--- src/rtl/rx_unstuff_shift.sv ---
`default_nettype none
// ============================================================================
// Module   : rx_unstuff_shift
// Purpose  : USB 1.1 receive stage after the NRZI decoder. Strips stuffed
//            zeros, flags bit-stuff violations and assembles the remaining
//            bits LSB-first into bytes for the RX control FSM / FIFO.
// Ports    : clk           - system clock, rising edge
//            n_rst         - asynchronous reset, active-low
//            shift_enable  - one-cycle strobe, d_orig holds a valid bit
//            d_orig        - NRZI-decoded bit
//            eop           - end-of-packet (SE0) level
//            clear         - synchronous restart at packet start
//            rcv_data      - last assembled byte, LSB = first bit on the wire
//            byte_received - one-cycle pulse, rcv_data holds a new byte
//            stuff_error   - one-cycle pulse, stuff-bit violation seen
// Revision : 1.0 - initial release
// ============================================================================
module rx_unstuff_shift #(
  parameter int DATA_W    = 8,
  parameter int STUFF_LEN = 6
) (
  input  logic              clk,
  input  logic              n_rst,
  input  logic              shift_enable,
  input  logic              d_orig,
  input  logic              eop,
  input  logic              clear,
  output logic [DATA_W-1:0] rcv_data,
  output logic              byte_received,
  output logic              stuff_error
);

  localparam int c_BW = (DATA_W > 1) ? $clog2(DATA_W) : 1;
  localparam int c_OW = $clog2(STUFF_LEN + 1);

  localparam logic [c_BW-1:0] c_BIT_LAST = c_BW'(DATA_W - 1);
  localparam logic [c_OW-1:0] c_ONES_MAX = c_OW'(STUFF_LEN);

  localparam logic [1:0] c_ST_RUN   = 2'd0;
  localparam logic [1:0] c_ST_STUFF = 2'd1;
  localparam logic [1:0] c_ST_EOP   = 2'd2;

  logic [1:0]        r_state;
  logic [c_BW-1:0]   r_bit_cnt;
  logic [c_OW-1:0]   r_ones_cnt;
  logic [DATA_W-1:0] r_rcv_data;
  logic              r_byte_received;
  logic              r_stuff_error;

  logic [1:0]        w_state_nxt;
  logic [c_BW-1:0]   w_bit_cnt_nxt;
  logic [c_OW-1:0]   w_ones_cnt_nxt;
  logic [c_OW-1:0]   w_ones_inc;
  logic              w_accept;
  logic              w_byte_done;
  logic              w_stuff_err;

  assign w_ones_inc = r_ones_cnt + c_OW'(1);

  // A data bit is shifted only in RUN and only when neither restart nor
  // end-of-packet takes priority in the same cycle.
  assign w_accept = (r_state == c_ST_RUN) && shift_enable && !eop && !clear;

  always_comb begin
    w_state_nxt    = r_state;
    w_bit_cnt_nxt  = r_bit_cnt;
    w_ones_cnt_nxt = r_ones_cnt;
    w_byte_done    = 1'b0;
    w_stuff_err    = 1'b0;

    if (clear) begin
      w_state_nxt    = c_ST_RUN;
      w_bit_cnt_nxt  = '0;
      w_ones_cnt_nxt = '0;
    end else if (eop) begin
      // Partial byte is dropped silently; counters restart for next packet.
      w_state_nxt    = c_ST_EOP;
      w_bit_cnt_nxt  = '0;
      w_ones_cnt_nxt = '0;
    end else begin
      case (r_state)
        c_ST_RUN: begin
          if (shift_enable) begin
            if (d_orig) begin
              w_ones_cnt_nxt = w_ones_inc;
              if (w_ones_inc == c_ONES_MAX) begin
                w_state_nxt = c_ST_STUFF;
              end
            end else begin
              w_ones_cnt_nxt = '0;
            end
            // The ones run deliberately survives a byte boundary.
            if (r_bit_cnt == c_BIT_LAST) begin
              w_bit_cnt_nxt = '0;
              w_byte_done   = 1'b1;
            end else begin
              w_bit_cnt_nxt = r_bit_cnt + c_BW'(1);
            end
          end
        end
        c_ST_STUFF: begin
          // Stuff bit: never shifted, never counted; must be a zero.
          if (shift_enable) begin
            w_ones_cnt_nxt = '0;
            w_state_nxt    = c_ST_RUN;
            w_stuff_err    = d_orig;
          end
        end
        c_ST_EOP: begin
          w_state_nxt = c_ST_RUN;
        end
        default: begin
          w_state_nxt    = c_ST_RUN;
          w_bit_cnt_nxt  = '0;
          w_ones_cnt_nxt = '0;
        end
      endcase
    end
  end

  always_ff @(posedge clk or negedge n_rst) begin
    if (!n_rst) begin
      r_state         <= c_ST_RUN;
      r_bit_cnt       <= '0;
      r_ones_cnt      <= '0;
      r_rcv_data      <= '0;
      r_byte_received <= 1'b0;
      r_stuff_error   <= 1'b0;
    end else begin
      r_state         <= w_state_nxt;
      r_bit_cnt       <= w_bit_cnt_nxt;
      r_ones_cnt      <= w_ones_cnt_nxt;
      r_byte_received <= w_byte_done;
      r_stuff_error   <= w_stuff_err;
      if (w_accept) begin
        r_rcv_data <= {d_orig, r_rcv_data[DATA_W-1:1]};
      end
    end
  end

  assign rcv_data      = r_rcv_data;
  assign byte_received = r_byte_received;
  assign stuff_error   = r_stuff_error;

endmodule
`default_nettype wire

--- config.mk ---
export PLATFORM = sky130hd
export DESIGN_NAME = rx_unstuff_shift
export DESIGN_NICKNAME = d
export VERILOG_FILES = /design/src/rtl/rx_unstuff_shift.sv
export SDC_FILE = /design/constraint.sdc
export NUM_CORES = 1
export LEC_CHECK = 0
export ABC_CLOCK_PERIOD_IN_PS = 2100
export BUFFER_PORTS_ARGS = -buffer_cell sky130_fd_sc_hd__buf_4
export CORE_UTILIZATION = 53
export CTS_CLUSTER_DIAMETER = 80
export CTS_CLUSTER_SIZE = 40
export DETAILED_ROUTE_END_ITERATION = 10
export GPL_TIMING_DRIVEN = 0
export HOLD_SLACK_MARGIN = 0.08
export PLACE_DENSITY = 0.79
export SKIP_LAST_GASP = 1
export SYNTH_ARGS = -nofsm -noshare
export SYNTH_HDL_FRONTEND = slang
export SYNTH_SLANG_ARGS = --single-unit
--- constraint.sdc ---
create_clock -name clk -period 2.1 [get_ports clk]
set_input_delay 0.315 -clock clk [delete_from_list [all_inputs] [get_ports clk]]
set_output_delay 0.315 -clock clk [all_outputs]
set_load 0.1 [all_outputs]
==> impl_table.tex <==
\begin{tabular}{lr}
\hline
Metric & Value \\
\hline
\multicolumn{2}{l}{\textbf{Run status}} \\
\quad Run status & complete, but fails checks \\
\quad Violations in the final reports & design-rule violations \\
\multicolumn{2}{l}{\textbf{Global route}} \\
\quad Number of antenna violations at the first check in global routing & 0 \\
\quad Largest net degree at the start of global routing & 19 \\
\quad Remaining global-route overflow & 0 \\
\quad Via count of the first global-routing pass & 619 \\
\quad Wire length of the first global-routing pass & 2700 µm \\
\quad Global-route total usage across every layer & 0.199 \\
\multicolumn{2}{l}{\textbf{Floorplan}} \\
\quad Initial core utilization & 0.588 \\
\quad Die extent in y & 43.6 µm \\
\quad IO Pins & 16 \\
\quad Area inside the core boundary & 1560 µm² \\
\quad Number of cell rows & 14 \\
\quad Die width & 43.6 µm \\
\quad Area enclosed by the die boundary & 1900 µm² \\
\multicolumn{2}{l}{\textbf{Critical path}} \\
\quad Critical path origin & r\_state[0] \\
\quad Kind of critical path & reg2reg \\
\quad Timing endpoint of the critical path & r\_ones\_cnt[1] \\
\quad Setup crit end kind & flop \\
\quad Critical path cell sequence & inv\_1, ha\_1, buf\_6, o21ba\_2, o21ai\_2, mux2\_2 \\
\quad Slowest library cell on the worst path & sky130\_fd\_sc\_hd\_\_dfrtp\_1 \\
\quad Worst reg2reg path endpoint & r\_ones\_cnt[1] \\
\quad Arr. time, crit path & 1.83 ns \\
\quad Largest stage delay on the critical path & slightly below 0.4 ns \\
\quad Critical path launch point type & flop \\
\quad Critical path required time & $\sim$2.3 ns \\
\quad R2R Path Start & r\_state[0] \\
\quad Largest driver fanout on the critical path & 10 \\
\quad Worst reg2reg setup slack & 0.45 ns \\
\quad Path depth of the worst reg2reg path & 6 \\
\multicolumn{2}{l}{\textbf{Drt}} \\
\quad 1st-iter DRT viols & 13 \\
\quad Routed vias/inst & 5.58 \\
\quad DR pass1 iterations & 7 \\
\quad Post-route antenna net violation count & 0 \\
\quad Routed len/inst & 14.5 µm \\
\quad Vias & between 600 and 700 \\
\quad \# DRC & 2 \\
\quad Total Wirelength & 1640 µm \\
\multicolumn{2}{l}{\textbf{Finish}} \\
\quad Fill cells & 114 \\
\quad Non-filler instance count after layout & 113 \\
\quad Most frequent cells in the layout & sky130\_fd\_sc\_hd\_\_dfrtp\_1 (18), sky130\_fd\_sc\_hd\_\_buf\_4 (16), sky130\_fd\_sc\_hd\_\_mux2\_2 (10) \\
\quad Area of combinational cells with multiple inputs & roughly 430 µm² \\
\quad Share of post-route cells with drive strength above 1 & 0.361 \\
\quad ANT cells & 0 \\
\quad Area overhead of the layout relative to synthesis & 19.5\% \\
\quad Count of nets after finishing & 111 \\
\quad Most common cell after layout, fill and taps aside & sky130\_fd\_sc\_hd\_\_dfrtp\_1 \\
\quad Total area of sequential cells & 450 µm² \\
\multicolumn{2}{l}{\textbf{Yosys}} \\
\quad Unique cell type count in the Yosys netlist & 24 \\
\quad Post-synthesis sequential element count & 18 \\
\quad Nets in the synthesized netlist & 90 \\
\quad Area share of the leading cell type in the synthesized netlist & 0.491 \\
\quad Post-synthesis cell type with the largest combined area & sky130\_fd\_sc\_hd\_\_dfrtp\_1 \\
\quad Fraction of the yosys area taken by sequential cells & 0.491 \\
\quad Area of the mapped netlist & 917 µm² \\
\quad Syn avg cell area & 11.9 µm² \\
\quad Cells after Synth & 77 \\
\quad Most area-consuming cells after synthesis & sky130\_fd\_sc\_hd\_\_dfrtp\_1 (49\%), sky130\_fd\_sc\_hd\_\_mux2\_2 (12\%), sky130\_fd\_sc\_hd\_\_ha\_1 (9.5\%) \\
\quad Total of warnings raised by yosys & 0 \\
\multicolumn{2}{l}{\textbf{Placed design}} \\
\quad Place WS & 0.466 ns \\
\quad Final Wtd Congestion & between 0.7 and 0.8 \\
\quad Dpl cells & about 110 \\
\quad Port Buffers & 15 \\
\quad Total half-perimeter wirelength after legalization and detailed placement & 1250 µm \\
\multicolumn{2}{l}{\textbf{Power and ir drop}} \\
\quad Worst supply voltage drop on vdd & 1.25 mV \\
\quad Post-layout power & 1.26 mW \\
\quad Power density over the cells & 1150 nW/µm² \\
\quad Static power due to leakage & between 0.5 and 0.6 nW \\
\multicolumn{2}{l}{\textbf{Timing}} \\
\quad Tcrit/Tclk final & 0.787 \\
\quad Final-layout worst hold slack & 0.189 ns \\
\quad Total Neg Setup Slack & 0 ns \\
\quad Min Clock Period, post-route & 1.65 ns \\
\quad Maximum operating frequency & 605 MHz \\
\quad Post-route setup slack & 0.448 ns \\
\quad Number of endpoints failing setup at the final stage & 0 \\
\quad Unrepaired setup endpoints after global routing & no \\
\quad Max-slew headroom at the worst pin & 0.814 \\
\quad Transition at the pin with the smallest max-transition slack & 0.281 ns \\
\quad Hold Vio Cnt, Final & 0 \\
\quad Number of pins exceeding their max-slew limit in the final report & 0 \\
\quad Worst-case clock skew & roughly 0.0027 ns \\
\multicolumn{2}{l}{\textbf{Clock network}} \\
\quad Clock edge transition at the registers on the reported setup and hold paths & 0.10 ns \\
\quad TritonCTS clock tree & built \\
\quad Post\_cts resized & 0 \\
\quad H-tree levels & 1 \\
\quad Cell chosen for the clock root & sky130\_fd\_sc\_hd\_\_clkbuf\_4 \\
\quad Latest clock arrival within the worst-skew pair & 0.28 ns \\
\quad CTS Buf Count & 3 \\
\quad Max Buffers Root-to-Sink & 2 \\
\quad Number of sinks handled by clock tree synthesis & 18 \\
\multicolumn{2}{l}{\textbf{Flow run}} \\
\quad Max-capacitance violation count & 0 \\
\multicolumn{2}{l}{\textbf{Worst hold path}} \\
\quad Launch point of the worst hold path & clear \\
\quad Type of the most critical hold path & in2reg \\
\hline
\end{tabular}
[state kept, by name (all words and copies together) (netlist names)]
register and flops:
rcv_data 8, byte_received 1, stuff_error 1, r_state 2
r_bit_cnt 3, r_ones_cnt 3
[cell usage after synthesis]
library cell / instances
sky130_fd_sc_hd__or2_2: 1
sky130_fd_sc_hd__and3_1: 1
sky130_fd_sc_hd__nand2_1: 1
sky130_fd_sc_hd__dfrtp_1: 18
sky130_fd_sc_hd__and2_1: 1
sky130_fd_sc_hd__inv_1: 5
sky130_fd_sc_hd__o21ai_0: 3
sky130_fd_sc_hd__o21ba_2: 1
sky130_fd_sc_hd__o221ai_1: 2
sky130_fd_sc_hd__nand4bb_4: 1
sky130_fd_sc_hd__mux2_2: 10
sky130_fd_sc_hd__or4_1: 1
sky130_fd_sc_hd__o21ai_2: 1
sky130_fd_sc_hd__nand2b_1: 1
sky130_fd_sc_hd__nor2_1: 5
sky130_fd_sc_hd__a21oi_1: 4
sky130_fd_sc_hd__buf_6: 1
sky130_fd_sc_hd__nand3_1: 5
sky130_fd_sc_hd__o21a_1: 2
sky130_fd_sc_hd__nor2b_1: 3
sky130_fd_sc_hd__ha_1: 7
sky130_fd_sc_hd__nor3b_1: 1
sky130_fd_sc_hd__buf_4: 1
sky130_fd_sc_hd__xnor2_1: 1
[kinds of logic after synthesis]
| logic type | count (synthesis) | share of synthesized area |
|---|---|---|
| AOI/OAI and AO/OA | 13 | 0.0941 |
| xor gates and xnor gates | 1 | 0.00955 |
| adders and majority gates | 7 | 0.0955 |
| buffers and inverters | 7 | 0.0409 |
| DFF | 18 | 0.491 |
| muxes | 10 | 0.123 |
| and+or+nand+nor | 21 | 0.146 |
[stage by stage]
| step | area [µm²] | utilization |
|---|---|---|
| floorplan | 917 | - |
| global placement | 1050 | 0.673 |
| detailed placement | 1050 | 0.673 |
| CTS | 1100 | 0.703 |
| global route | 1100 | 0.703 |
| finish | 1100 | 0.703 |
[worst min-delay path by stage]
stage,end,cells after the start
after floorplan,byte_received,0
after global placement,r_bit_cnt[1],1
after CTS,r_state[1],2
after global routing,r_state[1],2
after detailed placement,r_bit_cnt[0],1
final,r_state[1],2
[power by group]
group / internal [mW] / leakage (nW) / switching [mW]
Sequential: 0.404 / 0.241 / 0.0417
Clock: 0.105 / 0.0210 / 0.104
Combinational: 0.134 / 0.264 / 0.474
[critical path: cells and delay by family, from the launching register on]
family / cells / cell delay, ns
mux: 1 / 0.35
buf+inv: 2 / 0.22
fa+ha+maj: 1 / 0.21
flops: 1 / 0.39
compound gates: 2 / 0.37
[cell type report]
type                            instances  area share
Sequential cell                        18       0.411
Multi-Input combinational cell         52       0.392
Timing Repair Buffer                   16       0.112
Clock buffer                            4      0.0331
Tap cell                               16      0.0183
Buffer                                  2      0.0171
Inverter                                5      0.0171
[per-layer routing]
metal	global-route usage	up-vias	routed length, µm
li1	-	308	-
met3	0.0375	2	43
met4	0.0750	0	9
met1	0.242	312	729
met5	0	-	0
met2	0.346	9	853
[repair_timing]
| action | in CTS | in global routing |
|---|---|---|
| hold endpoints to repair | 18 | 0 |
| buffers inserted | 0 | 0 |
| hold buffers | 1 | 0 |
Note: power is estimated with default switching activity, not from simulation.
